## src/rtl/gauss_pkg.sv

```systemverilog
`default_nettype none
// ============================================================================
//  Module      : gauss_pkg
//  Description : Shared pixel width, pixel type, sequencer states and push
//                metadata for the Gaussian stream controller.
//  Revision    : 1.0 - initial release
// ============================================================================
package gauss_pkg;

    localparam int DW = 8;

    typedef logic [DW-1:0] pixel_t;

    typedef enum logic [2:0] {
        IDLE  = 3'd0,
        FILL  = 3'd1,
        RUN   = 3'd2,
        PAD   = 3'd3,
        FLUSH = 3'd4,
        DONE  = 3'd5
    } state_t;

    // Per-push window metadata, travels one cycle behind the column data
    typedef struct packed {
        logic keep;
        logic top_e;
        logic bot_e;
        logic left_e;
        logic right_e;
        logic last;
    } meta_t;

endpackage
`default_nettype wire

```

## src/rtl/gauss_stream_ctrl_if.sv

```systemverilog
`default_nettype none
// ============================================================================
//  Module      : gauss_stream_ctrl_if
//  Description : Pixel input stream plus kernel column/edge outputs.
//  Revision    : 1.0 - initial release
// ============================================================================
interface gauss_stream_ctrl_if #(
    parameter int DW = gauss_pkg::DW
);
    logic [DW-1:0] s_pixel;
    logic          s_valid;
    logic          s_ready;
    logic [DW-1:0] k_top;
    logic [DW-1:0] k_mid;
    logic [DW-1:0] k_bot;
    logic          k_valid;
    logic          k_top_edge;
    logic          k_bot_edge;
    logic          k_left_edge;
    logic          k_right_edge;
    logic          k_keep;

    // Controller side: consumes the pixel stream, drives the kernel
    modport slave (
        input  s_pixel, s_valid,
        output s_ready, k_top, k_mid, k_bot, k_valid,
        output k_top_edge, k_bot_edge, k_left_edge, k_right_edge, k_keep
    );

    // Source/observer side
    modport master (
        output s_pixel, s_valid,
        input  s_ready, k_top, k_mid, k_bot, k_valid,
        input  k_top_edge, k_bot_edge, k_left_edge, k_right_edge, k_keep
    );
endinterface
`default_nettype wire

```

## src/rtl/gauss_line_buf.sv

```systemverilog
`default_nettype none
// ============================================================================
//  Module      : gauss_line_buf
//  Description : Two IMG_W-deep pixel rows, combinational read at col and a
//                shift write (row1 <= row0, row0 <= din) on wr_en.
//  Revision    : 1.0 - initial release
// ============================================================================
module gauss_line_buf #(
    parameter int IMG_W = 64,
    parameter int DW    = 8,
    parameter int CW    = $clog2(IMG_W)
) (
    input  wire          clk,
    input  wire [CW-1:0] col,
    input  wire          wr_en,
    input  wire          fill,
    input  wire [DW-1:0] din,
    output logic [DW-1:0] top,
    output logic [DW-1:0] mid
);

    logic [DW-1:0] lb0 [IMG_W];
    logic [DW-1:0] lb1 [IMG_W];

    // During fill both rows take the pixel so no stale data from an earlier frame survives
    always_ff @(posedge clk) begin
        if (wr_en) begin
            lb1[col] <= fill ? din : lb0[col];
            lb0[col] <= din;
        end
    end

    assign top = lb1[col];
    assign mid = lb0[col];

endmodule
`default_nettype wire

```

## src/rtl/gauss_stream_ctrl.sv

```systemverilog
`default_nettype none
// ============================================================================
//  Module      : gauss_stream_ctrl
//  Description : Raster sequencer feeding a 3x3 Gaussian kernel: row buffers,
//                right-pad and bottom-flush pushes, edge flags and keep.
//  Revision    : 1.0 - initial release
// ============================================================================
module gauss_stream_ctrl
    import gauss_pkg::*;
#(
    parameter int IMG_W = 64,
    parameter int IMG_H = 64,
    parameter int DW    = gauss_pkg::DW
) (
    input  wire  clk,
    input  wire  rst_n,
    input  wire  start,
    gauss_stream_ctrl_if.slave bus,
    output logic busy,
    output logic done
);

    localparam int CW = $clog2(IMG_W);
    localparam int PW = CW + 1;
    localparam int RW = $clog2(IMG_H + 1);

    localparam logic [CW-1:0] COL_LAST  = CW'(IMG_W - 1);
    localparam logic [PW-1:0] P_LAST    = PW'(IMG_W);
    localparam logic [PW-1:0] P_FIRST   = PW'(1);
    localparam logic [RW-1:0] ROW_ONE   = RW'(1);
    localparam logic [RW-1:0] ROW_LAST  = RW'(IMG_H - 1);
    localparam logic [RW-1:0] ROW_FLUSH = RW'(IMG_H);

    state_t          state, state_nx;
    logic [CW-1:0]   col, col_nx;
    logic [RW-1:0]   row, row_nx;
    logic            ready, accept, push, lb_we, lb_fill;
    logic [DW-1:0]   lb_top, lb_mid;
    logic [DW-1:0]   push_top, push_mid, push_bot;
    logic [PW-1:0]   p;
    meta_t           meta, meta_d;
    logic [DW-1:0]   top_q, mid_q, bot_q;
    logic            valid_q, keep_q, te_q, be_q, le_q, re_q;

    gauss_line_buf #(
        .IMG_W (IMG_W),
        .DW    (DW),
        .CW    (CW)
    ) u_line_buf (
        .clk   (clk),
        .col   (col),
        .wr_en (lb_we),
        .fill  (lb_fill),
        .din   (bus.s_pixel),
        .top   (lb_top),
        .mid   (lb_mid)
    );

    always_ff @(posedge clk or negedge rst_n) begin
        if (!rst_n) begin
            state <= IDLE;
            col   <= '0;
            row   <= '0;
        end else begin
            state <= state_nx;
            col   <= col_nx;
            row   <= row_nx;
        end
    end

    always_comb begin
        state_nx = state;
        col_nx   = col;
        row_nx   = row;
        ready    = (state == FILL) || (state == RUN);
        accept   = ready & bus.s_valid;
        push     = 1'b0;
        lb_we    = 1'b0;
        lb_fill  = 1'b0;
        push_top = '0;
        push_mid = '0;
        push_bot = '0;
        p        = '0;
        meta     = '0;
        case (state)
            IDLE: begin
                if (start) begin
                    state_nx = FILL;
                    col_nx   = '0;
                    row_nx   = '0;
                end
            end
            FILL: begin
                if (accept) begin
                    lb_we   = 1'b1;
                    lb_fill = 1'b1;
                    if (col == COL_LAST) begin
                        col_nx   = '0;
                        row_nx   = ROW_ONE;
                        state_nx = RUN;
                    end else begin
                        col_nx = col + 1'b1;
                    end
                end
            end
            RUN: begin
                if (accept) begin
                    push     = 1'b1;
                    lb_we    = 1'b1;
                    push_top = lb_top;
                    push_mid = lb_mid;
                    push_bot = bus.s_pixel;
                    p        = {1'b0, col};
                    if (col == COL_LAST) begin
                        col_nx   = '0;
                        state_nx = PAD;
                    end else begin
                        col_nx = col + 1'b1;
                    end
                end
            end
            PAD: begin
                push   = 1'b1;
                p      = P_LAST;
                row_nx = row + 1'b1;
                if (row == ROW_FLUSH) begin
                    state_nx  = DONE;
                    row_nx    = '0;
                    meta.last = 1'b1;
                end else if (row == ROW_LAST) begin
                    state_nx = FLUSH;
                end else begin
                    state_nx = RUN;
                end
            end
            FLUSH: begin
                push     = 1'b1;
                push_top = lb_top;
                push_mid = lb_mid;
                p        = {1'b0, col};
                if (col == COL_LAST) begin
                    col_nx   = '0;
                    state_nx = PAD;
                end else begin
                    col_nx = col + 1'b1;
                end
            end
            DONE: begin
                state_nx = IDLE;
            end
            default: begin
                state_nx = IDLE;
            end
        endcase
        // Push p centres the window on column p-1 of row-1; p=0 only primes the kernel
        if (push && (p != '0)) begin
            meta.keep    = 1'b1;
            meta.top_e   = (row == ROW_ONE);
            meta.bot_e   = (row == ROW_FLUSH);
            meta.left_e  = (p == P_FIRST);
            meta.right_e = (p == P_LAST);
        end
    end

    always_ff @(posedge clk or negedge rst_n) begin
        if (!rst_n) begin
            valid_q <= 1'b0;
            top_q   <= '0;
            mid_q   <= '0;
            bot_q   <= '0;
            meta_d  <= '0;
            keep_q  <= 1'b0;
            te_q    <= 1'b0;
            be_q    <= 1'b0;
            le_q    <= 1'b0;
            re_q    <= 1'b0;
            busy    <= 1'b0;
            done    <= 1'b0;
        end else begin
            valid_q <= push;
            if (push) begin
                top_q <= push_top;
                mid_q <= push_mid;
                bot_q <= push_bot;
            end
            meta_d <= meta;
            // Flags line up with the kernel output, one cycle after k_valid
            if (valid_q) begin
                keep_q <= meta_d.keep;
                te_q   <= meta_d.top_e;
                be_q   <= meta_d.bot_e;
                le_q   <= meta_d.left_e;
                re_q   <= meta_d.right_e;
            end
            done <= valid_q & meta_d.last;
            if ((state == IDLE) && start) begin
                busy <= 1'b1;
            end else if (state == DONE) begin
                busy <= 1'b0;
            end
        end
    end

    assign bus.s_ready      = ready;
    assign bus.k_valid      = valid_q;
    assign bus.k_top        = top_q;
    assign bus.k_mid        = mid_q;
    assign bus.k_bot        = bot_q;
    assign bus.k_keep       = keep_q;
    assign bus.k_top_edge   = te_q;
    assign bus.k_bot_edge   = be_q;
    assign bus.k_left_edge  = le_q;
    assign bus.k_right_edge = re_q;

endmodule
`default_nettype wire
```

## src/flat_wrapper.sv

```systemverilog
// flat-port wrapper written by rule: the top's interface ports become plain ports
module gauss_stream_ctrl_flat import gauss_pkg::*;
#(
    parameter int IMG_W = 64,
    parameter int IMG_H = 64,
    parameter int DW    = gauss_pkg::DW
)
  (clk, rst_n, start, busy, done, bus_s_pixel, bus_s_valid, bus_s_ready, bus_k_top, bus_k_mid, bus_k_bot, bus_k_valid, bus_k_top_edge, bus_k_bot_edge, bus_k_left_edge, bus_k_right_edge, bus_k_keep);
  gauss_stream_ctrl_if #(.DW(DW)) bus_i ();
  input  wire clk;
  input  wire rst_n;
  input  wire start;
  output logic busy;
  output logic done;
  input wire logic [$bits(bus_i.s_pixel)-1:0] bus_s_pixel;
  input wire logic [$bits(bus_i.s_valid)-1:0] bus_s_valid;
  output wire logic [$bits(bus_i.s_ready)-1:0] bus_s_ready;
  output wire logic [$bits(bus_i.k_top)-1:0] bus_k_top;
  output wire logic [$bits(bus_i.k_mid)-1:0] bus_k_mid;
  output wire logic [$bits(bus_i.k_bot)-1:0] bus_k_bot;
  output wire logic [$bits(bus_i.k_valid)-1:0] bus_k_valid;
  output wire logic [$bits(bus_i.k_top_edge)-1:0] bus_k_top_edge;
  output wire logic [$bits(bus_i.k_bot_edge)-1:0] bus_k_bot_edge;
  output wire logic [$bits(bus_i.k_left_edge)-1:0] bus_k_left_edge;
  output wire logic [$bits(bus_i.k_right_edge)-1:0] bus_k_right_edge;
  output wire logic [$bits(bus_i.k_keep)-1:0] bus_k_keep;
  assign bus_i.s_pixel = bus_s_pixel;
  assign bus_i.s_valid = bus_s_valid;
  assign bus_s_ready = bus_i.s_ready;
  assign bus_k_top = bus_i.k_top;
  assign bus_k_mid = bus_i.k_mid;
  assign bus_k_bot = bus_i.k_bot;
  assign bus_k_valid = bus_i.k_valid;
  assign bus_k_top_edge = bus_i.k_top_edge;
  assign bus_k_bot_edge = bus_i.k_bot_edge;
  assign bus_k_left_edge = bus_i.k_left_edge;
  assign bus_k_right_edge = bus_i.k_right_edge;
  assign bus_k_keep = bus_i.k_keep;
  gauss_stream_ctrl #(.IMG_W(IMG_W), .IMG_H(IMG_H), .DW(DW)) u_core (.clk(clk), .rst_n(rst_n), .start(start), .bus(bus_i), .busy(busy), .done(done));
endmodule
```

## config.mk

```make
export PLATFORM = sky130hd
export DESIGN_NAME = gauss_stream_ctrl_flat
export DESIGN_NICKNAME = d
export VERILOG_FILES = /design/src/rtl/gauss_pkg.sv /design/src/rtl/gauss_stream_ctrl_if.sv /design/src/rtl/gauss_line_buf.sv /design/src/rtl/gauss_stream_ctrl.sv /design/src/flat_wrapper.sv
export SDC_FILE = /design/constraint.sdc
export NUM_CORES = 1
export LEC_CHECK = 0
export CORE_ASPECT_RATIO = 2
export CORE_MARGIN = 1
export CORE_UTILIZATION = 45
export CTS_CLUSTER_DIAMETER = 150
export DETAILED_ROUTE_END_ITERATION = 16
export DONT_BUFFER_PORTS = 1
export SETUP_SLACK_MARGIN = 0.3
export SYNTH_ARGS = -nofsm -noshare
export SYNTH_HDL_FRONTEND = slang
export SYNTH_SLANG_ARGS = --single-unit
```

## constraint.sdc

```tcl
create_clock -name clk -period 4.15 [get_ports clk]
set_input_delay 0.83 -clock clk [delete_from_list [all_inputs] [get_ports clk]]
set_output_delay 0.83 -clock clk [all_outputs]
set_load 0.1 [all_outputs]
```

# Yosys cells after proc, flatten, opt, wreduce, memory -nomap -nowiden
# Memory sizes are Yosys's and may differ from the RTL's.
# Cells that the tools add are included.
# Widths: inputs -> output; s select.
# word_totals
ramBits,1024
romBits,0
out_inout_bits,33
ff_bits,54
word_cells,92
latchBits,0
memories,2
# classes
mul,0
n_bitwise,2
mux,37
shift,0
reduce_logical,13
n_addsub,2
eq_ne,16
order_cmp,0
div,0
# mem_list
memory,depth,word_bits,rd,rd_ports_with_merged_regs,write_ports,line,text
u_core.u_line_buf.lb0,64,8,1,0,1,gauss_line_buf.sv:22,logic [DW-1:0] lb0 [IMG_W];
u_core.u_line_buf.lb1,64,8,1,0,1,gauss_line_buf.sv:23,logic [DW-1:0] lb1 [IMG_W];
# op_table
operator,count
$pmux 7 s3,2
$mux 8,5
$pmux 8 s2,2
$mux 7,4
$mux 6,4
$mux 3,7
$pmux 6 s3,1
$pmux 3 s5,1
$eq 7x1->1 const B,2
$eq 7x7->1 const B,2
$mux 1,9
$reduce_and 4->1,2
$add 7x1->7 const B,1
$eq 7x6->1 const B,1
$reduce_bool 7->1,1
$add 6x1->6 const B,1
$eq 3x2->1 const B,2
$eq 3x3->1 const B,2
$eq 6x6->1 const B,1
$ne 2x1->1 const B,3
$reduce_bool 3->1,2
$mux 5,1
$ne 2x2->1 const B,2
$reduce_or 2->1,2
8 further kinds,10

# Longest topological paths before layout
# Gate-level depths: netlist of run 1.
# depth
word_depth,8
depth_mapped,11

# By module
# Synthesis of run 1 repeated with hierarchy kept, for this count alone.
# unflattened
cells_unflattened,2429
area_unflattened_um2,42229.3
# modules_own_cells
module,seq_area_each_um2,cells_per_inst,n_inst,area_each_um2
gauss_line_buf,30749.5,2186,1,39760.6
gauss_stream_ctrl,1351.3,243,1,2468.6

# Worst setup path after synthesis of run 1
# No wires, ideal clock.
# synth_path
path_type,register to register
from,register u_core.col[1]
to,"memory u_core.u_line_buf.lb1[0][5], data pin"
setup_ns,0.549
path_buffers,3
synth_period_minus_slack_ns,4.005
stages_incl_launch_ff,10
t_arrival_ns,3.456
path_slack_ns,0.145
path_cell_list,dfrtp_1 buf_6 buf_2 buf_2 nor4b_1 a31oi_1 a31o_2 o2111ai_1 and4b_1 a21oi_1
# synth_via
elab_chain_cells,2
# synth_lines
item,line,text
"start, declared",gauss_stream_ctrl.sv:35,"logic [CW-1:0] col, col_nx;"
"start signal, assigned",gauss_stream_ctrl.sv:66,col <= col_nx;
$mem_v2 64x8,--,
$mux 8,gauss_line_buf.sv:28,lb1[col] <= fill ? din : lb0[col];
"end, declared",gauss_line_buf.sv:23,
# No other way between the ends.

# Worst setup path after layout of run 1
# layout_path
from,register u_core.col[1]
to,"memory u_core.u_line_buf.lb1[23][7], data pin"
# The elaborated chain is that of the path after synthesis.

==> flow_summary.toml, run 1 <==
[layout]
design_area_um2 = 47300
final_common_cell = "edfxtp_1"
nFillCells = 7486
drive_gt1_share_pct = 14.3
finalNonFillerCells = 3820
multi_input_area_um2 = 9060
ff_latch_area_um2 = 32100
syn2layout_area_growth_pct = 12.8
mostFrequentLayoutCells = "edfxtp_1 (1,024), mux2i_1 (210), a221oi_1 (178)"
final_nets = 2557

[critical_path]
crit_arrival_ps = 4090
r2r-start = "u_core.col[1]"
worst-r2r-cell-count = 9
r2r_slack_ps = 440
critPathMostFrequentCell = "buf_4"
cp_slowest_cell = "dfrtp_2"
cp-startpoint = "u_core.col[1]"
critical_path.endpoint_type = "flop"
r2r_end = "u_core.u_line_buf.lb1[23][7]"
slowest_delay_ps = 800
cp_max_fo = 63
crit_end = "u_core.u_line_buf.lb1[23][7]"
worst_setup_path_start_kind = "flop"
worstPathCellList = "nor2_4 -> buf_12 -> buf_4 -> a221oi_1 -> nor2_1 -> o21ai_0 -> and4b_1 -> a21oi_4 -> buf_4"
required_ps = 4540
worstSetupPathType = "flop to flop"

[place]
placed_cell_area_um2 = 44200
dp.final_hpwl_um = 77500
routabilityCongestion = 0.913
portBuffers = 0
placed_cells = 3648

[sta]
finalClockSkew_ps = 29.4
tns_ps = 0
grt_setup_unrepaired = "false"
max_slew_margin_pct = 27.7
min_period_ps = 3710
setup-violations-final = 0
whs_ps = 237
fmax_mhz = 270
timing.final.max_slew_violations = 0
worst_pin_slew_ps = 1080
hold_viol = 0
fin_crit_sh_pct = 89.3

[power_and_ir_drop]
finalPower_uw = 32300
p_clk_share_pct = 27.5
p_int_uw = 21400
powerDensity_nw_per_um2 = 684
leakagePower_uw = 0.0152
seqPwrFrac_pct = 42.4
p_switching_uw = 10900
p_sw_share_pct = 33.8
combPwrFrac_pct = 30.1
irDropWorstVdd_mv = 0.428

[outcome]
status = "finished, final reports clean"

[routing]
postRouteAntennaNets = 0
vias = 24100
viasPerCell = 6.32
drc = 0
dr.pass1.iters = 7
routed_wirelength_um = 122000
avgRoutedWirePerCell_um = 32.0
drtIter0Drc = 2646

[global_route]
antenna_found_initial = 3
grt_first_pass_wirelength_um = 172000
grt_usage_pct = 25.9
grt_pass1_vias = 23900
grt_overflow = 0
grt_max_degree = 89

[clocking]
cts_max_level = 3
cts_resized = 0
cts_buffers = 89
root_buffer = "clkbuf_16"
cts_tree = "built"
clk_latency_ps = 700
path_clk_slew_ps = 70
cts_sinks = 1078
clk_path_buf_depth = 3

[yosys]
ys_async_sr_fraction_pct = 5.01
synthCells = 2459
synth_nets = 2475
synth_ff_type = "edfxtp_1"
syn_avg_cell_area_um2 = 17.1
yosys_warnings = 0
synth_edf_count = 1024
synthDistinctLibCells = 65
ys_seq_elements = 1078
seq_area_frac_synth_pct = 76.5
synth_area_um2 = 42000

[hold_path]
min_from = "bus_s_pixel[5]"
holdCritPathClass = "primary input to flop"

[floorplan]
die_area_um2 = 94600
coreArea_um2 = 92500
num_rows = 158
fp.dieW_um = 218
start_util_pct = 45.4
ioPinCount = 45
die_h_um = 434

[run]
maxCapViolCount = 0
[how the worst min path moves through the flow]
stage | to | slack [ps] | cells past startpoint
global placement | u_core.done | 440 | 1
floorplan | u_core.done | 430 | 1
finish | u_core.u_line_buf.lb0[14][5] | 240 | 0
CTS | u_core.u_line_buf.lb0[12][5] | 200 | 0
detailed placement | u_core.done | 440 | 1
global route | u_core.u_line_buf.lb0[13][7] | 220 | 0
[synth_stat cells (7+ instances only)]
cell type  number  area share, %
a21oi_1        24           0.29
a221o_1        12           0.29
a221oi_1      178            3.7
a22o_1         14           0.29
a22oi_1        49           0.88
a31o_2         15           0.31
a31oi_1        21           0.31
a32o_1         14           0.33
a32oi_1        18           0.38
and2_1          7           0.10
and4b_1         9           0.21
buf_1          14           0.13
buf_2          72           0.86
buf_4          23           0.41
buf_6           9           0.24
clkbuf_1       60           0.54
dfrtp_1        54            3.2
edfxtp_1     1024             73
mux2_2         11           0.30
mux2i_1       210            5.0
mux4_2         11           0.59
nand2_1        39           0.35
nand2b_1        8           0.12
nand3_1        26           0.31
nand4_1         7           0.10
nor2_1        155            1.4
nor2b_1        41           0.61
nor4b_1        17           0.35
o2111ai_1       8           0.17
o21a_1         13           0.23
o21ai_0        82           0.98
o21ai_1        10           0.12
o22a_1         51            1.1
o22ai_1        69            1.0
o31ai_1        14           0.25
[per-stage QoR]
step                util, %  setup slack, ps
floorplan                 -              407
global placement       47.8              504
detailed placement     47.8              557
CTS                    51.1              521
global route           51.1              461
finish                 51.1              443
[kinds of logic after synthesis]
logic type / Yosys count / share of synthesized area, %
simple gates: 344 / 4.10
buf+inv: 185 / 2.24
xor+xnor: 2 / 0.0417
compound gates: 614 / 11.1
flops: 1078 / 76.5
fa+ha+maj: 4 / 0.119
mux: 232 / 5.89
[final cells by class]
class,count,share of cell area [%]
timing repair buffer,170,3.27
clock inverter,59,1.47
sequential,1078,67.9
multi-input combinational,1196,19.2
inverter,6,0.0502
tap,1200,3.17
antenna,5,0.0264
clock buffer,106,5.00
[critical path: cells and delay by family, from the launching register on]
kind	cells	cell delay, ps
AOI/OAI and AO/OA	3	970
buffers and inverters	3	800
DFF	1	800
and+or+nand+nor	3	680
[power by group through the flow]
stage / logic (uW) / registers [uW] / clock network (uW)
global placement: 9480 / 13900 / 0
global route: 10100 / 13700 / 9350
CTS: 9680 / 13700 / 8970
detailed placement: 9630 / 13900 / 0
finish: 9740 / 13700 / 8890
floorplan: 5710 / 13800 / 0
[repair_timing]
item | 4_1_cts | 5_1_grt
hold buffers | 2 | 0
hold endpoints to repair | 54 | 0
setup buffers | 0 | 0
[registers in the layout (all words and copies together), names as in the netlist]
signal	cells
u_core.bus.k_bot_edge	1
u_core.bus.k_top_edge	1
u_core.done	1
u_core.bus.k_top	8
u_core.state	3
u_core.bus.k_bot	8
u_core.u_line_buf.lb1	512
u_core.busy	1
u_core.col	6
u_core.row	7
u_core.u_line_buf.lb0	512
u_core.bus.k_right_edge	1
u_core.bus.k_valid	1
u_core.meta_d	6
u_core.bus.k_keep	1
u_core.bus.k_mid	8
u_core.bus.k_left_edge	1
[metal layers]
| metal | vias to the layer above | routed length (um) | GRT usage, % |
|---|---|---|---|
| li1 | 10200 | - | - |
| met1 | 12400 | 40900 | 28.2 |
| met2 | 1158 | 63000 | 45.5 |
| met3 | 311 | 8240 | 4.02 |
| met4 | 2 | 9920 | 18.7 |
| met5 | - | 11 | 0 |
Note: power is estimated with default switching activity, not from simulation.
==> run 2, diff against run 1 <==
--- a/config.mk
+++ b/config.mk
@@ -9,6 +9,7 @@
 export CORE_MARGIN = 1
 export CORE_UTILIZATION = 45
 export CTS_CLUSTER_DIAMETER = 150
+export CTS_CLUSTER_SIZE = 20
 export DETAILED_ROUTE_END_ITERATION = 16
 export DONT_BUFFER_PORTS = 1
 export SETUP_SLACK_MARGIN = 0.3
==> run 2 against run 1 <==
Compared with the run above: clock power down 32%; critical path depth unchanged; hold slack gained 18 ps; register-to-register slack got worse by 50 ps; wire length fell by 0.97%; die area is the same; design area shrank 3.0%; critical path type unchanged; highest routed layer unchanged.
==> flow_summary.toml, run 2 (synthesized netlist as in run 1, its figures left out) <==
[sta]
min_period_ps = 3760
fmax_mhz = 266
finalWorstSetupSlack_ps = 395
hold_viol = 0
grt_setup_unrepaired = "false"
fin_crit_sh_pct = 90.5
finalClockSkew_ps = 23.4
worst_pin_slew_ps = 1080
timing.final.max_slew_violations = 0
max_slew_margin_pct = 28.1
tns_ps = 0
setup-violations-final = 0

[routing]
viasPerCell = 6.35
avgRoutedWirePerCell_um = 32.2
drtIter0Drc = 2425
dr.pass1.iters = 6
drc = 0
postRouteAntennaNets = 0
routed_wirelength_um = 121000
vias = 23800

[critical_path]
cp_max_fo = 63
r2r_end = "u_core.u_line_buf.lb1[27][7]"
worst-r2r-cell-count = 9
required_ps = 4530
worstSetupPathType = "flop to flop"
r2r-start = "u_core.col[1]"
critical_path.endpoint_type = "flop"
r2r_slack_ps = 390
crit_arrival_ps = 4140
worst_setup_path_start_kind = "flop"

[power_and_ir_drop]
leakagePower_uw = 0.0144
irDropWorstVdd_mv = 0.412
powerDensity_nw_per_um2 = 642

[floorplan]
ioPinCount = 45
die_h_um = 434
coreArea_um2 = 92500
fp.dieW_um = 218
start_util_pct = 45.4
die_area_um2 = 94600
num_rows = 158

[layout]
final_common_cell = "edfxtp_1"
nFillCells = 7622
final_nets = 2527
syn2layout_area_growth_pct = 9.35
mostFrequentLayoutCells = "edfxtp_1 (1,024), mux2i_1 (210), a221oi_1 (178)"
reg_top3 = "u_core.u_line_buf.lb0 (512), u_core.u_line_buf.lb1 (512)"
drive_gt1_share_pct = 11.7

[clocking]
cts_resized = 0
cts_max_level = 2
path_clk_slew_ps = 90
cts_sinks = 1078
clk_path_buf_depth = 3
clk_latency_ps = 680
cts_buffers = 59
root_buffer = "clkbuf_16"
cts_tree = "built"
cts_setup_buffers = 0

[global_route]
grt_overflow = 0
grt_pass1_vias = 23600
grt_max_degree = 89
antenna_found_initial = 2
grt_usage_pct = 25.5
grt_first_pass_wirelength_um = 170000

[hold_path]
holdCritPathClass = "primary input to flop"
holdPathEnd = "u_core.u_line_buf.lb0[10][5]"
min_from = "bus_s_pixel[5]"
hold_depth = 0

[outcome]
status = "finished, final reports clean"

[place]
dp.final_hpwl_um = 77500
routabilityCongestion = 0.913
dp_slack_ps = 557
portBuffers = 0

[run]
maxCapViolCount = 0
[run 2: changes by cell type in the layout (fill, tap and decap cells not counted), moves of 2 or more]
cell / change
clkinv_2: -20
clkinv_4: -2
clkinvlp_4: -2
clkbuf_1: +23
clkinv_1: -15
clkinv_8: -3
clkbuf_16: -33
bufinv_16: -14
[run 2: power by group]
part / internal, uW / switching, uW / total [uW]
Sequential: 13300 / 386 / 13700
Combinational: 3100 / 6610 / 9710
Clock: 2670 / 3350 / 6030
Total: 19100 / 10300 / 29400
[run 2: timing repair]
item,in CTS,in global routing
endpoints found under the hold margin,54,0
setup endpoints to repair,0,0
hold buffers,2,0
[run 2: worst max-delay path: stages (launching register included)]
cell and delay, ps:
dfrtp_2 800, nor2_4 230, buf_12 250, buf_4 300, a221oi_1 270, nor2_1 60
o21ai_0 640, and4b_1 400, a21oi_4 100, buf_4 250
[run 2: worst max-delay path by stage]
| stage | start | endpoint | cells past startpoint |
|---|---|---|---|
| after CTS | u_core.col[1] | u_core.u_line_buf.lb1[25][7] | 9 |
| after global placement | u_core.col[1] | u_core.u_line_buf.lb1[31][7] | 9 |
| after global routing | u_core.col[1] | u_core.u_line_buf.lb1[60][4] | 9 |
| final | u_core.col[1] | u_core.u_line_buf.lb1[27][7] | 9 |
| after detailed placement | u_core.col[1] | u_core.u_line_buf.lb1[25][7] | 9 |
| after floorplan | u_core.state[1] | u_core.u_line_buf.lb0[0][0] | 7 |
[run 2: layer usage]
layer | GRT usage, % | vias up | share of wire, % | routed length [um]
li1 | - | 10100 | - | -
met1 | 28.3 | 12300 | 34 | 40900
met2 | 45.0 | 1025 | 52 | 62600
met3 | 3.07 | 312 | 6.1 | 7390
met4 | 18.5 | 2 | 8.3 | 10100
met5 | 0 | - | 0.017 | 20
[run 2: layout make-up]
type                            instances  area [um^2]  area share, %
Tap cell                             1200         1500           3.27
Sequential cell                      1078        32100           70.0
Clock buffer                           96         1630           3.54
Timing Repair Buffer                  170         1550           3.38
Clock inverter                          1         8.76         0.0191
Antenna cell                            5         12.5         0.0273
Inverter                                6         23.8         0.0518
Multi-Input combinational cell       1196         9060           19.8
[run 2: metrics by stage]
step,hold slack [ps],instances,util (%),instance area (um^2),total power (uW)
after detailed placement,441,3648,47.8,44200,23600
after floorplan,428,2459,-,42000,19500
after global routing,234,3748,49.6,45900,30300
after CTS,223,3747,49.6,45900,29500
final,255,3752,49.6,45900,29400
after global placement,443,3648,47.8,44200,23400
